<file path="src/rtl/mem_seq_pkg.sv">
// Shared types and defaults for the SRAM access sequencer.
package mem_seq_pkg;

    typedef enum logic [1:0] {
        IDLE  = 2'd0,
        WAIT  = 2'd1,
        ABORT = 2'd2
    } mem_seq_state_e;

    localparam logic [31:0] SRAM_BASE_DEF   = 32'h0001_0000;
    localparam logic [31:0] SRAM_SIZE_DEF   = 32'h0001_0000;
    localparam int          TIMEOUT_CYC_DEF = 16;

    // Offset compare avoids overflow when the window ends at the top of the address space.
    function automatic logic in_sram_window(input logic [31:0] addr,
                                            input logic [31:0] base,
                                            input logic [31:0] size);
        logic [31:0] offs;
        offs = addr - base;
        return (addr >= base) && (offs < size);
    endfunction

endpackage

</file>
<file path="src/rtl/mem_seq_ctrl.sv">
// Stalls the core around SRAM-window loads/stores, runs the req/ack handshake
// and aborts with a sticky error if the SRAM does not answer in time.
//
// state | meaning
// IDLE  | evaluate current instruction, pass non-SRAM accesses through
// WAIT  | request outstanding, PC stalled until ack or timeout
// ABORT | timed out: retire instruction without writeback, flag error
module mem_seq_ctrl
    import mem_seq_pkg::*;
#(
    parameter logic [31:0] SRAM_BASE   = SRAM_BASE_DEF,
    parameter logic [31:0] SRAM_SIZE   = SRAM_SIZE_DEF,
    parameter int          TIMEOUT_CYC = TIMEOUT_CYC_DEF
) (
    input  logic        i_clk,
    input  logic        i_reset,
    input  logic        i_insn_vld,
    input  logic        i_mem_rden,
    input  logic        i_mem_wren,
    input  logic [31:0] i_lsu_addr,
    input  logic        i_sram_ack,
    input  logic        i_err_clr,
    output logic        o_pc_en,
    output logic        o_rd_wren_en,
    output logic        o_sram_req,
    output logic        o_sram_we,
    output logic        o_busy,
    output logic        o_err_pulse,
    output logic        o_err_flag,
    output logic [15:0] o_stall_cnt
);

    localparam int TW = (TIMEOUT_CYC > 1) ? $clog2(TIMEOUT_CYC) : 1;
    localparam logic [TW-1:0] TLIM = TW'(TIMEOUT_CYC - 1);

    mem_seq_state_e state;
    logic           we_q;
    logic [TW-1:0]  tcnt;
    logic           hit;
    logic           tmo;

    assign hit = i_insn_vld & (i_mem_rden | i_mem_wren)
               & in_sram_window(i_lsu_addr, SRAM_BASE, SRAM_SIZE);
    assign tmo = (tcnt == TLIM);

    // Stall/writeback gating must act in the same cycle as the decode.
    always_comb begin
        o_pc_en      = 1'b1;
        o_rd_wren_en = 1'b1;
        o_sram_req   = 1'b0;
        o_sram_we    = 1'b0;
        case (state)
            IDLE: begin
                if (hit) begin
                    o_pc_en      = 1'b0;
                    o_rd_wren_en = 1'b0;
                end
            end
            WAIT: begin
                o_sram_req = 1'b1;
                o_sram_we  = we_q;
                if (i_sram_ack) begin
                    o_pc_en      = 1'b1;
                    o_rd_wren_en = ~we_q;
                end else begin
                    o_pc_en      = 1'b0;
                    o_rd_wren_en = 1'b0;
                end
            end
            ABORT: begin
                o_pc_en      = 1'b1;
                o_rd_wren_en = 1'b0;
            end
            default: begin
                o_pc_en      = 1'b1;
                o_rd_wren_en = 1'b1;
            end
        endcase
    end

    always_ff @(posedge i_clk or posedge i_reset) begin
        if (i_reset) begin
            state       <= IDLE;
            we_q        <= 1'b0;
            tcnt        <= '0;
            o_err_flag  <= 1'b0;
            o_stall_cnt <= '0;
        end else begin
            case (state)
                IDLE: begin
                    if (hit) begin
                        we_q  <= i_mem_wren;
                        tcnt  <= '0;
                        state <= WAIT;
                    end
                end
                WAIT: begin
                    if (i_sram_ack) begin
                        state <= IDLE;
                    end else if (tmo) begin
                        state <= ABORT;
                    end else begin
                        tcnt <= tcnt + TW'(1);
                    end
                end
                ABORT:   state <= IDLE;
                default: state <= IDLE;
            endcase

            // A new abort outranks a simultaneous clear.
            if (state == ABORT) begin
                o_err_flag <= 1'b1;
            end else if (i_err_clr) begin
                o_err_flag <= 1'b0;
            end

            if (!o_pc_en && (o_stall_cnt != 16'hFFFF)) begin
                o_stall_cnt <= o_stall_cnt + 16'd1;
            end
        end
    end

    assign o_busy      = (state != IDLE);
    assign o_err_pulse = (state == ABORT);

endmodule

</file>
<file path="config.mk">
export PLATFORM = sky130hd
export DESIGN_NAME = mem_seq_ctrl
export DESIGN_NICKNAME = d
export VERILOG_FILES = /design/src/rtl/mem_seq_pkg.sv /design/src/rtl/mem_seq_ctrl.sv
export SDC_FILE = /design/constraint.sdc
export NUM_CORES = 1
export LEC_CHECK = 0
export ABC_AREA = 1
export BUFFER_PORTS_ARGS = -buffer_cell sky130_fd_sc_hd__buf_2
export CAP_MARGIN = 5
export CORE_AREA = 2 2 63 59
export CTS_BUF_LIST = sky130_fd_sc_hd__clkbuf_4
export CTS_CLUSTER_DIAMETER = 100
export DETAILED_ROUTE_END_ITERATION = 8
export DIE_AREA = 0 0 65 61
export GPL_TIMING_DRIVEN = 0
export PLACE_DENSITY = 0.81
export SLEW_MARGIN = 20
export SYNTH_ARGS = -nofsm -noshare
export SYNTH_HDL_FRONTEND = slang
export SYNTH_SLANG_ARGS = --single-unit
</file>
<file path="constraint.sdc">
create_clock -name i_clk -period 2.36 [get_ports i_clk]
set_input_delay 0.472 -clock i_clk [delete_from_list [all_inputs] [get_ports i_clk]]
set_output_delay 0.472 -clock i_clk [all_outputs]
set_load 0.05 [all_outputs]
</file>
==> impl_metrics.yaml <==
run_status:
  run_status: "complete, no violations"
clocking:
  cts_root_buffer: "clkbuf_4"
  cts-buffers-inserted: 3
  holdBufCountCts: 0
  clockBufferDepth: 2
  clkLatencyLatePin_ns: 0.33
  cts_max_level: 1
  clk_pin_slew_ns: 0.15
  cts_sinks: 24
  cts_tree: "built"
logic_synthesis:
  syn_nets: 273
  yosysMostFrequentCell: "nand2_1"
  ys_top_cells_by_count: "nand2_1, inv_1, nand3_1, nor2_1, dfrtp_1"
  async_flop_share: 1.00
  postSynthAreaPerCell_um2: 7.08
  ys_ff_latch: 24
  synth_cells: 232
  synth.area.mux_share: 0
  synth_compound_area_frac: 0.0259
  ys_seq_area_frac: 0.366
  synth_top_cell_area_share: 0.366
  synthFlopType: "dfrtp_1"
  synth-edff-count: 0
  synth_adder_area_share: 0.0152
  yosys.area.top_type: "dfrtp_1"
  netlist_area_um2: 1640
  ys_top_cells_by_area: "dfrtp_1, nand2_1, nand3_1"
  synth_top_family_by_area: "simple AND/OR/NAND/NOR gates"
  synth-simple-area-share: 0.427
  synth_xor_xnor_area_share: 0.0800
  yosysWarnings: 0
  yosysUniqueCellTypes: 28
setup_path:
  cp-start-kind: "input port"
  crit_fanout: 11
  crit_required_ns: 1.89
  end_kind: "output port"
  critical_path_class: "in -> out"
  reg2reg_depth: 6
  cp.arrival_ns: 1.75
timing:
  fin_ws_ns: 0.137
  rsz0062_at_grt: "no"
  max_freq_mhz: 450
  relSlewSlack: 0.397
  finClkSkew_ns: 0.0164
  timing.hold.ws_ns: 0.309
  worst_slew_pin_slew_ns: 0.904
  finalMaxSlewViolations: 0
  fin_crit_sh: 0.942
  post-route-min-period_ns: 2.22
  setup_violations: 0
  hold_viol: 0
final_layout:
  syn2layout_area_growth_pct: 23.3
  final_net_count: 325
  drive_gt1_frac: 0.254
  multiInputGateArea_um2: 932
  register_area_um2: 601
  num-fill-cells: 311
  diodes: 0
global_routing:
  grt_usage: 0.214
  grt_overflow: 0
  grt_start_max_net_pins: 25
  grt_pass1_wl_um: 6580
  antenna_found_initial: 0
  grt_pass1_vias: 1572
route:
  firstDrtPassIters: 4
  drc: 0
  avgViaCountPerCell: 4.95
  drtIter0Drc: 76
  num_vias: 1618
  ant_nets: 0
  wire_per_inst_um: 11.5
  wirelength_um: 3760
power_and_ir_drop:
  power.leakage_nw: 1.08
  max-vdd-ir-drop_uv: 400
  power-per-cell-area_nw_per_um2: 380
placement:
  port_buffers: 45
  hpwl_um: 2770
  place_ws_ns: -0.0960
  gp_congestion: 0.943
die:
  fp-row-count: 20
  fp.dieW_um: 65
  die-height_um: 61
  placeableCoreArea_um2: 3280
  die-area_um2: 3970
  start_util: 0.501
  ioPinCount: 62
job:
  cap_violations: 0
worst_hold_path:
  hold_class: "in -> async"
## critical path, stage by stage
cell	delay, ns
buf_2	0.11
nor2_4	0.12
nand2_2	0.10
nor2_2	0.12
nand3_1	0.08
nand2_1	0.06
nand2_1	0.07
nor2_2	0.15
nand3_4	0.12
nand2_8	0.13
inv_1	0.06
buf_6	0.15
## layout make-up
cell class / count / area share
plain buffers: 2 / 0.00741
clock buffers: 3 / 0.0111
clock inverters: 1 / 0.0148
inverters: 31 / 0.0574
multi-input cells: 174 / 0.460
flip-flops and latches: 24 / 0.296
well taps: 44 / 0.0272
repair buffers: 48 / 0.125
## cell usage in the layout, fill, tap and decap left out, types with 2 or more instances in the layout
cell,instances
buf_4,3
xnor2_1,3
nor2_1,23
buf_6,2
nand2_1,69
nand2_2,2
nand3_1,29
dfrtp_1,24
clkbuf_4,3
nor3_1,5
nor2_2,7
buf_2,44
o22ai_1,2
ha_1,2
nand4_1,3
o211ai_1,2
xor2_1,12
inv_1,31
nor2_4,4
## timing repair
item                                    CTS  global route
buffers inserted                          3             0
pin swaps                                 5             6
hold endpoints to repair                  0             0
endpoints found under the setup margin    1             1
gates resized for setup                   7             4
## power breakdown
part	switching, mW	internal (mW)
clock	0.133	0.172
combinational	0.0329	0.0217
sequential	0.0000261	0.411
## path summary, 6_finish.rpt
| kind | end | slack [ns] | from |
|---|---|---|---|
| setup / recovery | o_pc_en | 0.14 | i_lsu_addr[18] |
| hold / removal | o_stall_cnt[1] | 0.31 | i_reset |
| setup reg to reg | o_stall_cnt[8] | 0.49 | o_stall_cnt[7] |
| hold reg to reg | tcnt[1] | 0.52 | tcnt[1] |
| max in group asynchronous | o_stall_cnt[10] | 1.49 | i_reset |
| min in group i_clk | o_err_flag | 0.33 | i_err_clr |
## flip-flops by register name, summed over array words and instances, names as in the netlist
name / flops
o_err_flag: 1
o_stall_cnt: 16
state: 2
tcnt: 4
we_q: 1
## metal layers
metal | GRT usage | vias up | share of wire
met3 | 0.0501 | 6 | 0.052
met2 | 0.392 | 50 | 0.51
met5 | 0 | - | 0
li1 | - | 834 | -
met4 | 0.0669 | 0 | 0.010
met1 | 0.252 | 728 | 0.43
## kinds of logic (layout without fill, tap and decap cells)
kind of cell             after synthesis  in the layout
XOR/XNOR                              15             15
buffers and inverters                 34             85
adder cells (fa/ha/maj)                2              2
AND/OR/NAND/NOR                      150            150
flip-flops                            24             24
AO/OA/AOI/OAI                          7              7
## through the flow
| step | power, mW | util | cell area, µm² | setup TNS [ns] | std cells |
|---|---|---|---|---|---|
| finish | 0.770 | 0.618 | 2030 | 0 | 327 |
| global route | 0.803 | 0.618 | 2030 | 0 | 327 |
| CTS | 0.779 | 0.617 | 2020 | 0 | 328 |
| detailed placement | 0.469 | 0.587 | 1930 | -0.0960 | 321 |
| global placement | 0.468 | 0.587 | 1930 | -0.0772 | 321 |
| floorplan | 0.442 | - | 1650 | 0 | 232 |
Power figures use the tool's default switching activity.
